--- src/rtl/fetch_aligner_pkg.sv ---
// rtl/fetch_aligner_pkg.sv - shared fetch FSM encodings, buffer sizing and compressed-instruction test
package fetch_aligner_pkg;

  localparam int FA_HW_SLOTS = 3;

  typedef enum logic [1:0] {
    FA_S_REQ  = 2'd0,
    FA_S_WAIT = 2'd1,
    FA_S_DROP = 2'd2
  } fa_state_e;

  // Also used by the expander: any low pair other than 2'b11 marks a 16-bit instruction.
  function automatic logic is_compressed(input logic [1:0] lo);
    return lo != 2'b11;
  endfunction

endpackage

--- src/rtl/fa_halfword_buf.sv ---
// rtl/fa_halfword_buf.sv - three-slot halfword shift/append buffer with occupancy count
module fa_halfword_buf
  import fetch_aligner_pkg::*;
(
  input  logic        clk,
  input  logic        rst,
  input  logic        clear_i,
  input  logic [1:0]  shift_i,
  input  logic [1:0]  app_cnt_i,
  input  logic [31:0] app_data_i,
  output logic [15:0] slot0_o,
  output logic [15:0] slot1_o,
  output logic [1:0]  count_o
);

  localparam int BUF_W = FA_HW_SLOTS * 16;

  logic [BUF_W-1:0] data_q, data_d, shifted, keep, app_m;
  logic [1:0]       count_q, count_d, cnt_s;

  always_comb begin
    cnt_s   = count_q - shift_i;
    shifted = data_q >> {shift_i, 4'b0000};
    // Slots beyond the post-shift count are zeroed so appended halfwords can be OR-ed in.
    keep    = ~({BUF_W{1'b1}} << {cnt_s, 4'b0000});
    case (app_cnt_i)
      2'd1:    app_m = {{(BUF_W-16){1'b0}}, app_data_i[15:0]};
      2'd2:    app_m = {{(BUF_W-32){1'b0}}, app_data_i};
      default: app_m = '0;
    endcase
    data_d  = (shifted & keep) | (app_m << {cnt_s, 4'b0000});
    count_d = cnt_s + app_cnt_i;
    if (clear_i) begin
      data_d  = '0;
      count_d = '0;
    end
  end

  always_ff @(posedge clk or posedge rst) begin
    if (rst) begin
      data_q  <= '0;
      count_q <= '0;
    end else begin
      data_q  <= data_d;
      count_q <= count_d;
    end
  end

  assign slot0_o = data_q[15:0];
  assign slot1_o = data_q[31:16];
  assign count_o = count_q;

endmodule

--- src/rtl/fetch_aligner.sv ---
// rtl/fetch_aligner.sv - word fetch, halfword buffering and 16/32-bit instruction extraction
module fetch_aligner
  import fetch_aligner_pkg::*;
#(
  parameter int              XLEN     = 32,
  parameter logic [XLEN-1:0] RESET_PC = '0
) (
  input  logic            clk,
  input  logic            rst,
  input  logic            redirect_valid,
  input  logic [XLEN-1:0] redirect_pc,
  output logic            imem_req_valid,
  output logic [XLEN-1:0] imem_req_addr,
  input  logic            imem_req_ready,
  input  logic            imem_rsp_valid,
  input  logic [31:0]     imem_rsp_data,
  output logic            inst_valid,
  input  logic            inst_ready,
  output logic [31:0]     inst_data,
  output logic            inst_is_c,
  output logic [XLEN-1:0] inst_pc
);

  localparam logic [XLEN-1:0] PC_STEP_C = XLEN'(2);
  localparam logic [XLEN-1:0] PC_STEP_W = XLEN'(4);

  fa_state_e       state_q;
  logic [XLEN-1:0] fetch_addr_q, buf_pc_q;
  logic            skip_low_q;

  logic [15:0] slot0, slot1;
  logic [1:0]  count;
  logic        slot0_c, req_fire, rsp_fill, inst_fire, pending;
  logic [1:0]  shift_amt, app_cnt;
  logic [31:0] app_data;
  logic        unused_redirect_bit0;

  assign unused_redirect_bit0 = redirect_pc[0];

  fa_halfword_buf u_buf (
    .clk        (clk),
    .rst        (rst),
    .clear_i    (redirect_valid),
    .shift_i    (shift_amt),
    .app_cnt_i  (app_cnt),
    .app_data_i (app_data),
    .slot0_o    (slot0),
    .slot1_o    (slot1),
    .count_o    (count)
  );

  assign slot0_c    = is_compressed(slot0[1:0]);
  assign inst_valid = ((count != 2'd0) && slot0_c) || (count >= 2'd2);
  assign inst_is_c  = (count != 2'd0) && slot0_c;
  assign inst_data  = (count == 2'd0) ? 32'h0 :
                      slot0_c         ? {16'h0, slot0} : {slot1, slot0};
  assign inst_pc    = buf_pc_q;

  // Issuing only at count <= 1 leaves room for a full word when it returns.
  assign imem_req_valid = (state_q == FA_S_REQ) && (count <= 2'd1);
  assign imem_req_addr  = fetch_addr_q;

  assign req_fire  = imem_req_valid && imem_req_ready;
  assign rsp_fill  = (state_q == FA_S_WAIT) && imem_rsp_valid && !redirect_valid;
  assign inst_fire = inst_valid && inst_ready && !redirect_valid;
  assign shift_amt = inst_fire ? (slot0_c ? 2'd1 : 2'd2) : 2'd0;
  assign app_cnt   = rsp_fill ? (skip_low_q ? 2'd1 : 2'd2) : 2'd0;
  assign app_data  = skip_low_q ? {16'h0, imem_rsp_data[31:16]} : imem_rsp_data;

  // A response still owed by memory after a redirect must be swallowed.
  assign pending = (((state_q == FA_S_WAIT) || (state_q == FA_S_DROP)) && !imem_rsp_valid)
                 || ((state_q == FA_S_REQ) && req_fire);

  always_ff @(posedge clk or posedge rst) begin
    if (rst) begin
      state_q      <= FA_S_REQ;
      fetch_addr_q <= {RESET_PC[XLEN-1:2], 2'b00};
      skip_low_q   <= RESET_PC[1];
      buf_pc_q     <= RESET_PC;
    end else if (redirect_valid) begin
      state_q      <= pending ? FA_S_DROP : FA_S_REQ;
      fetch_addr_q <= {redirect_pc[XLEN-1:2], 2'b00};
      skip_low_q   <= redirect_pc[1];
      buf_pc_q     <= {redirect_pc[XLEN-1:1], 1'b0};
    end else begin
      if (inst_fire) begin
        buf_pc_q <= buf_pc_q + (slot0_c ? PC_STEP_C : PC_STEP_W);
      end
      case (state_q)
        FA_S_REQ: begin
          if (req_fire) begin
            state_q      <= FA_S_WAIT;
            fetch_addr_q <= fetch_addr_q + PC_STEP_W;
          end
        end
        FA_S_WAIT: begin
          if (imem_rsp_valid) begin
            skip_low_q <= 1'b0;
            state_q    <= FA_S_REQ;
          end
        end
        FA_S_DROP: begin
          if (imem_rsp_valid) begin
            state_q <= FA_S_REQ;
          end
        end
        default: state_q <= FA_S_REQ;
      endcase
    end
  end

endmodule

--- config.mk ---
export PLATFORM = sky130hd
export DESIGN_NAME = fetch_aligner
export DESIGN_NICKNAME = d
export VERILOG_FILES = /design/src/rtl/fetch_aligner_pkg.sv /design/src/rtl/fa_halfword_buf.sv /design/src/rtl/fetch_aligner.sv
export SDC_FILE = /design/constraint.sdc
export NUM_CORES = 1
export LEC_CHECK = 0
export BUFFER_PORTS_ARGS = -buffer_cell sky130_fd_sc_hd__buf_2
export CAP_MARGIN = 5
export CORE_MARGIN = 5
export CORE_UTILIZATION = 60
export CTS_BUF_LIST = sky130_fd_sc_hd__clkbuf_8 sky130_fd_sc_hd__clkbuf_16
export CTS_CLUSTER_DIAMETER = 120
export DETAILED_ROUTE_END_ITERATION = 7
export PLACE_DENSITY = 0.91
export REMOVE_ABC_BUFFERS = 1
export SLEW_MARGIN = 25
export SYNTH_ARGS = -nofsm -noshare
export SYNTH_HDL_FRONTEND = slang
export SYNTH_SLANG_ARGS = --single-unit
--- constraint.sdc ---
create_clock -name clk -period 7.68 [get_ports clk]
set_input_delay 1.152 -clock clk [delete_from_list [all_inputs] [get_ports clk]]
set_output_delay 1.152 -clock clk [all_outputs]
set_load 0.1 [all_outputs]
### Yosys cells after proc, flatten, opt, wreduce, memory -nomap -nowiden

Index checks and enable logic that the tools add are counted.

| word-level totals | value |
|---|---|
| register bits after elaboration | 117 |
| logic and storage cells | 75 |
| output and inout port bits | 99 |
| input bits | 70 |

| cells by class | value |
|---|---|
| bitwise logic cells | 3 |
| multiplexer cells | 24 |
| magnitude comparators | 2 |
| equal/unequal tests | 7 |
| shifts and indexed selects | 3 |
| add/sub/neg operators | 4 |
| reduce and logical (&&, ||, !) cells | 26 |

Operators by type and width:

| operator | number |
|---|---|
| $mux 32 | 8 |
| $pmux 32 s2 | 1 |
| $and 48x48->48 | 1 |
| $mux 48 | 1 |
| $not 48->48 | 1 |
| $or 48x48->48 | 1 |
| $shl 32x6->48 | 1 |
| $shl 48x6->48 const A | 1 |
| $shr 48x6->48 | 1 |
| $add 32x3->32 | 1 |
| $add 32x3->32 const B | 1 |
| $mux 2 | 9 |
| $reduce_bool 2->1 | 6 |
| $logic_and 1x1->1 | 9 |
| $reduce_and 2->1 | 3 |
| $eq 2x1->1 const B | 2 |
| $eq 2x2->1 const B | 2 |
| $logic_not 2->1 | 2 |
| $pmux 2 s2 | 1 |
| $logic_or 1x1->1 | 3 |
| $mux 1 | 3 |
| $mux 3 | 1 |
| $ne 3x1->1 const B | 1 |
| $ne 3x3->1 const B | 1 |
| other kinds (7) | 8 |

### Depth between registers and ports, before layout

| depth | value |
|---|---|
| depth in word-level cells | 12 |
| depth in mapped cells | 12 |
| gate-level depth less buffers | 9 |

### By module

A second synthesis with hierarchy kept.

| unflattened totals | value |
|---|---|
| cells, all modules | 811 |
| area, all modules | 7627.3 um^2 |

By module, submodules not included:

| module | seq. area each (um^2) | area an instance (um^2) | times used | cells an instance |
|---|---|---|---|---|
| fetch_aligner | 1601.5 | 4146.5 | 1 | 453 |
| fa_halfword_buf | 1251.2 | 3480.8 | 1 | 358 |

### Worst setup path after synthesis

OpenSTA, ideal clock, no wires.

| timing | value |
|---|---|
| kind | register -> output |
| start point | register u_buf.data_q[0] |
| end point | output inst_data[22] |
| path buffers | 2 |
| path slack | 3.228 ns |
| data required time | 6.528 ns |
| stages on the path, launching flop included | 6 |
| data arrival time | 3.300 ns |
| path through | dfrtp_1 and2_1 clkbuf_1 clkinv_1 clkbuf_1 nor3_1 |

| between the ends | value |
|---|---|
| word-level cells in the longest chain between the ends | 3 |

Ends and longest elaborated chain:

| what | RTL line | RTL |
|---|---|---|
| start, declared | fa_halfword_buf.sv:18 | `logic [BUF_W-1:0] data_q, data_d, shifted, keep, app_m;` |
| start signal, assigned | fa_halfword_buf.sv:44 | `data_q <= data_d;` |
| $ne 2x2->1 | fetch_aligner_pkg.sv:14 | `return lo != 2'b11;` |
| $mux 32 | fetch_aligner.sv:56 | `slot0_c ? {16'h0, slot0} : {slot1, slot0};` |
| $mux 32 | fetch_aligner.sv:55 | `assign inst_data = (count == 2'd0) ? 32'h0 :` |
| end, declared | fetch_aligner.sv:19 | `output logic [31:0] inst_data,` |

No other way between the ends.

### Worst setup path in the final report

| timing | value |
|---|---|
| start point | register u_buf.data_q[1] |
| end point | output inst_data[24] |

Same word-level chain as after synthesis.

==> run metrics <==
status complete, no violations; Layout area overhead 18.79%; hold path start u_buf.data_q[47]; starting density of the core 0.6190; clock-pin slew on the worst setup and hold paths 0.05 ns; Mapped Area 7497 sq um; worst min-delay path endpoint u_buf.data_q[47]; Mean Syn Cell Area 8.677 sq um; TritonCTS Sinks 114; CTS Hold Bufs 0; TritonRoute pass-1 iters 5; Post-CTS Resized 0; Final Critical Period 5.111 ns; Peak supply drop 198.7 uV; final setup fails 0; Ys Warns 0; Final period util 0.6656; # fillers 902; CTS tree yes; vias in the first global route 7,427; initial antenna violation count 0; Register Area 2854 sq um; crit path from u_buf.data_q[1]; Cell Rows 40; Total GRT Usage 0.3134; PD cells 247.1 nW/um^2; ys flop type dfrtp_1; CTS buffer count 17; core area 12,110 sq um; clock buffer depth 2; Worst Reg-to-Reg Cells 7; DRT iter0 DRCs 1,054; Detail Route Antenna Nets 0; area occupied by multi-input gates 4154 sq um; count of unique library cells instantiated by Yosys 70; Worst Setup Path Type reg2out; Post-synth EDFFs 0; Max Cap Violations 0; final wirelength 23.78 mm; endpoints failing hold 0; worst skew pair latency 0.43 ns; Clock Root Buffer clkbuf_16; Die Wd 121.8 um; Post-Route Setup TNS 0 ns; ys async rst share 1.000; # H-tree levels 4; post-synthesis sequential area ratio 0.3805; Design Area, Final 8906 sq um; first-pass GRT wire length 37.23 mm; Vias 8,049; Vias/cell 6.909; FF+latch count, synth 114; worst clock skew 0.01146 ns; Layout Nets 1,061; WL/cell 20.41 um; largest net degree at the start of global routing 77; Top-Level Pins 169; routability cong. 0.8483; post-synthesis cell count 864; Setup Fix Bufs, Post-CTS 0; type of the worst min-delay path reg2reg; measured slew at the worst slew-check pin 0.9707 ns; grt ovf 0; register-to-register setup slack 2.78 ns; reg-to-reg startpoint u_buf.data_q[1]; Die Y 121.8 um; placed standard-cell area 8319 sq um; unrepaired setup endpoints after global routing false; Die Footprint 14,830 sq um; reg2reg end inst_pc[29]; P_leak 3.696 nW; # DRC 0; startpoint class of the critical path register; DP HPWL 15.16 mm; Slew HR 0.3529; layout cells sized above 1 0.2329; critical path required time 6.53 ns; Fmax achieved 195.6 MHz; hold depth 1; CP max FO 25; Crit. End Element primary output; Port Buffers 164; CP arrival 3.96 ns; Max Slew Vio Count 0
==> kinds of logic after synthesis <==
kind of cell | after synthesis | share of synthesized area
adders and majority gates | 8 | 0.01435
AOI/OAI and AO/OA | 252 | 0.2325
muxes | 38 | 0.05190
other | 1 | 0.0005002
buffers and inverters | 128 | 0.06876
DFF | 114 | 0.3805
and+or+nand+nor | 308 | 0.2340
xor gates and xnor gates | 15 | 0.01752
==> metrics by stage <==
stage | util | total power, W | hold WS, ns | std cells | setup WS (ns)
3_5_place_dp | 0.6869 | 0.001415 | 0.5254 | 1132 | 2.759
5_1_grt | 0.7351 | 0.002275 | 0.5583 | 1164 | 2.513
4_1_cts | 0.7348 | 0.002189 | 0.5370 | 1164 | 2.756
2_1_floorplan | - | 0.001244 | 0.4999 | 787 | 2.877
6_report | 0.7353 | 0.002200 | 0.5467 | 1165 | 2.569
3_3_place_gp | 0.6867 | 0.001402 | 0.5201 | 1132 | 2.868
==> report_power, final <==
group | switching, W | internal [W]
clock network | 0.000281 | 0.000496
logic | 0.000548 | 0.000151
registers | 0.0000759 | 0.000649
total | 0.000904 | 0.00130
==> placed cells by master (no fill, tap or decap), types with 4 or more instances in the layout <==
cell | synthesis | layout
buf_2 | 13 | 164
dfrtp_1 | 114 | 113
inv_1 | 47 | 46
nor2_1 | 42 | 41
a31oi_1 | 41 | 41
nor3_1 | 38 | 38
nand4_1 | 37 | 37
nand2_1 | 36 | 36
o21ai_0 | 35 | 35
nand3_1 | 33 | 33
a211oi_1 | 33 | 32
mux2i_1 | 31 | 31
a21oi_1 | 29 | 28
o22ai_1 | 28 | 28
and2_1 | 22 | 22
or4_1 | 21 | 21
o2bb2ai_1 | 17 | 17
clkbuf_16 | 0 | 17
o31ai_1 | 16 | 16
a221o_1 | 16 | 16
buf_4 | 3 | 13
or3_1 | 12 | 12
and3_1 | 12 | 12
xnor2_1 | 12 | 12
nor4_1 | 9 | 9
and4_1 | 8 | 8
nor2b_1 | 9 | 8
mux2_2 | 7 | 7
nand2b_1 | 7 | 7
ha_1 | 7 | 7
clkinv_2 | 0 | 7
a311oi_1 | 5 | 5
a211o_1 | 4 | 4
o211ai_1 | 4 | 4
o31a_1 | 4 | 4
==> synthesized netlist by cell type (4+ instances only) <==
cell / instances / share of area
a211o_1: 4 / 0.0047
a211oi_1: 33 / 0.033
a21oi_1: 29 / 0.019
a221o_1: 16 / 0.021
a311oi_1: 5 / 0.0058
a31oi_1: 41 / 0.034
and2_1: 22 / 0.018
and3_1: 12 / 0.010
and4_1: 8 / 0.0093
buf_1: 11 / 0.0055
buf_2: 13 / 0.0087
clkbuf_1: 51 / 0.026
dfrtp_1: 114 / 0.38
ha_1: 7 / 0.012
inv_1: 47 / 0.024
mux2_2: 7 / 0.011
mux2i_1: 31 / 0.041
nand2_1: 36 / 0.018
nand2b_1: 7 / 0.0058
nand3_1: 33 / 0.022
nand4_1: 37 / 0.031
nor2_1: 42 / 0.021
nor2b_1: 9 / 0.0075
nor3_1: 38 / 0.025
nor4_1: 9 / 0.0075
o211ai_1: 4 / 0.0040
o21ai_0: 35 / 0.023
o22ai_1: 28 / 0.023
o2bb2ai_1: 17 / 0.020
o31a_1: 4 / 0.0047
o31ai_1: 16 / 0.016
or3_1: 12 / 0.010
or4_1: 21 / 0.021
xnor2_1: 12 / 0.014
==> layout make-up <==
class                   instances  area share
diodes                          1   0.0002810
clock buffers                  20     0.05240
clock inverters                12     0.01278
inverters                      49     0.02093
multi-input cells             624      0.4664
flip-flops and latches        114      0.3205
well taps                     168     0.02360
repair buffers                177      0.1031
==> routing by layer <==
metal,vias to the layer above,wire (um),part of all wire,track usage
met3,85,2732,0.11,0.09006
li1,3543,-,-,-
met5,-,0,0,0
met1,3832,9118,0.38,0.4149
met4,0,850,0.036,0.1373
met2,589,11080,0.47,0.4800
==> critical path, cell delays in order, from the launching register on <==
cell and delay (ns):
dfrtp_1 0.98, and2_1 0.77, clkinv_1 0.82, nor3_1 0.47, buf_2 0.49
==> worst max-delay path by stage <==
stage,to
2_1_floorplan,inst_data[18]
3_3_place_gp,u_buf.data_q[6]
3_5_place_dp,u_buf.data_q[12]
4_1_cts,inst_data[24]
5_1_grt,inst_data[24]
6_report,inst_data[24]
==> flip-flops by register name (all words and copies together), names as in the netlist <==
register / cells
imem_req_addr: 30
u_buf.data_q: 48
u_buf.count_o: 2
state_q: 2
inst_pc: 31
skip_low_q: 1
Note: power is estimated with default switching activity, not from simulation.
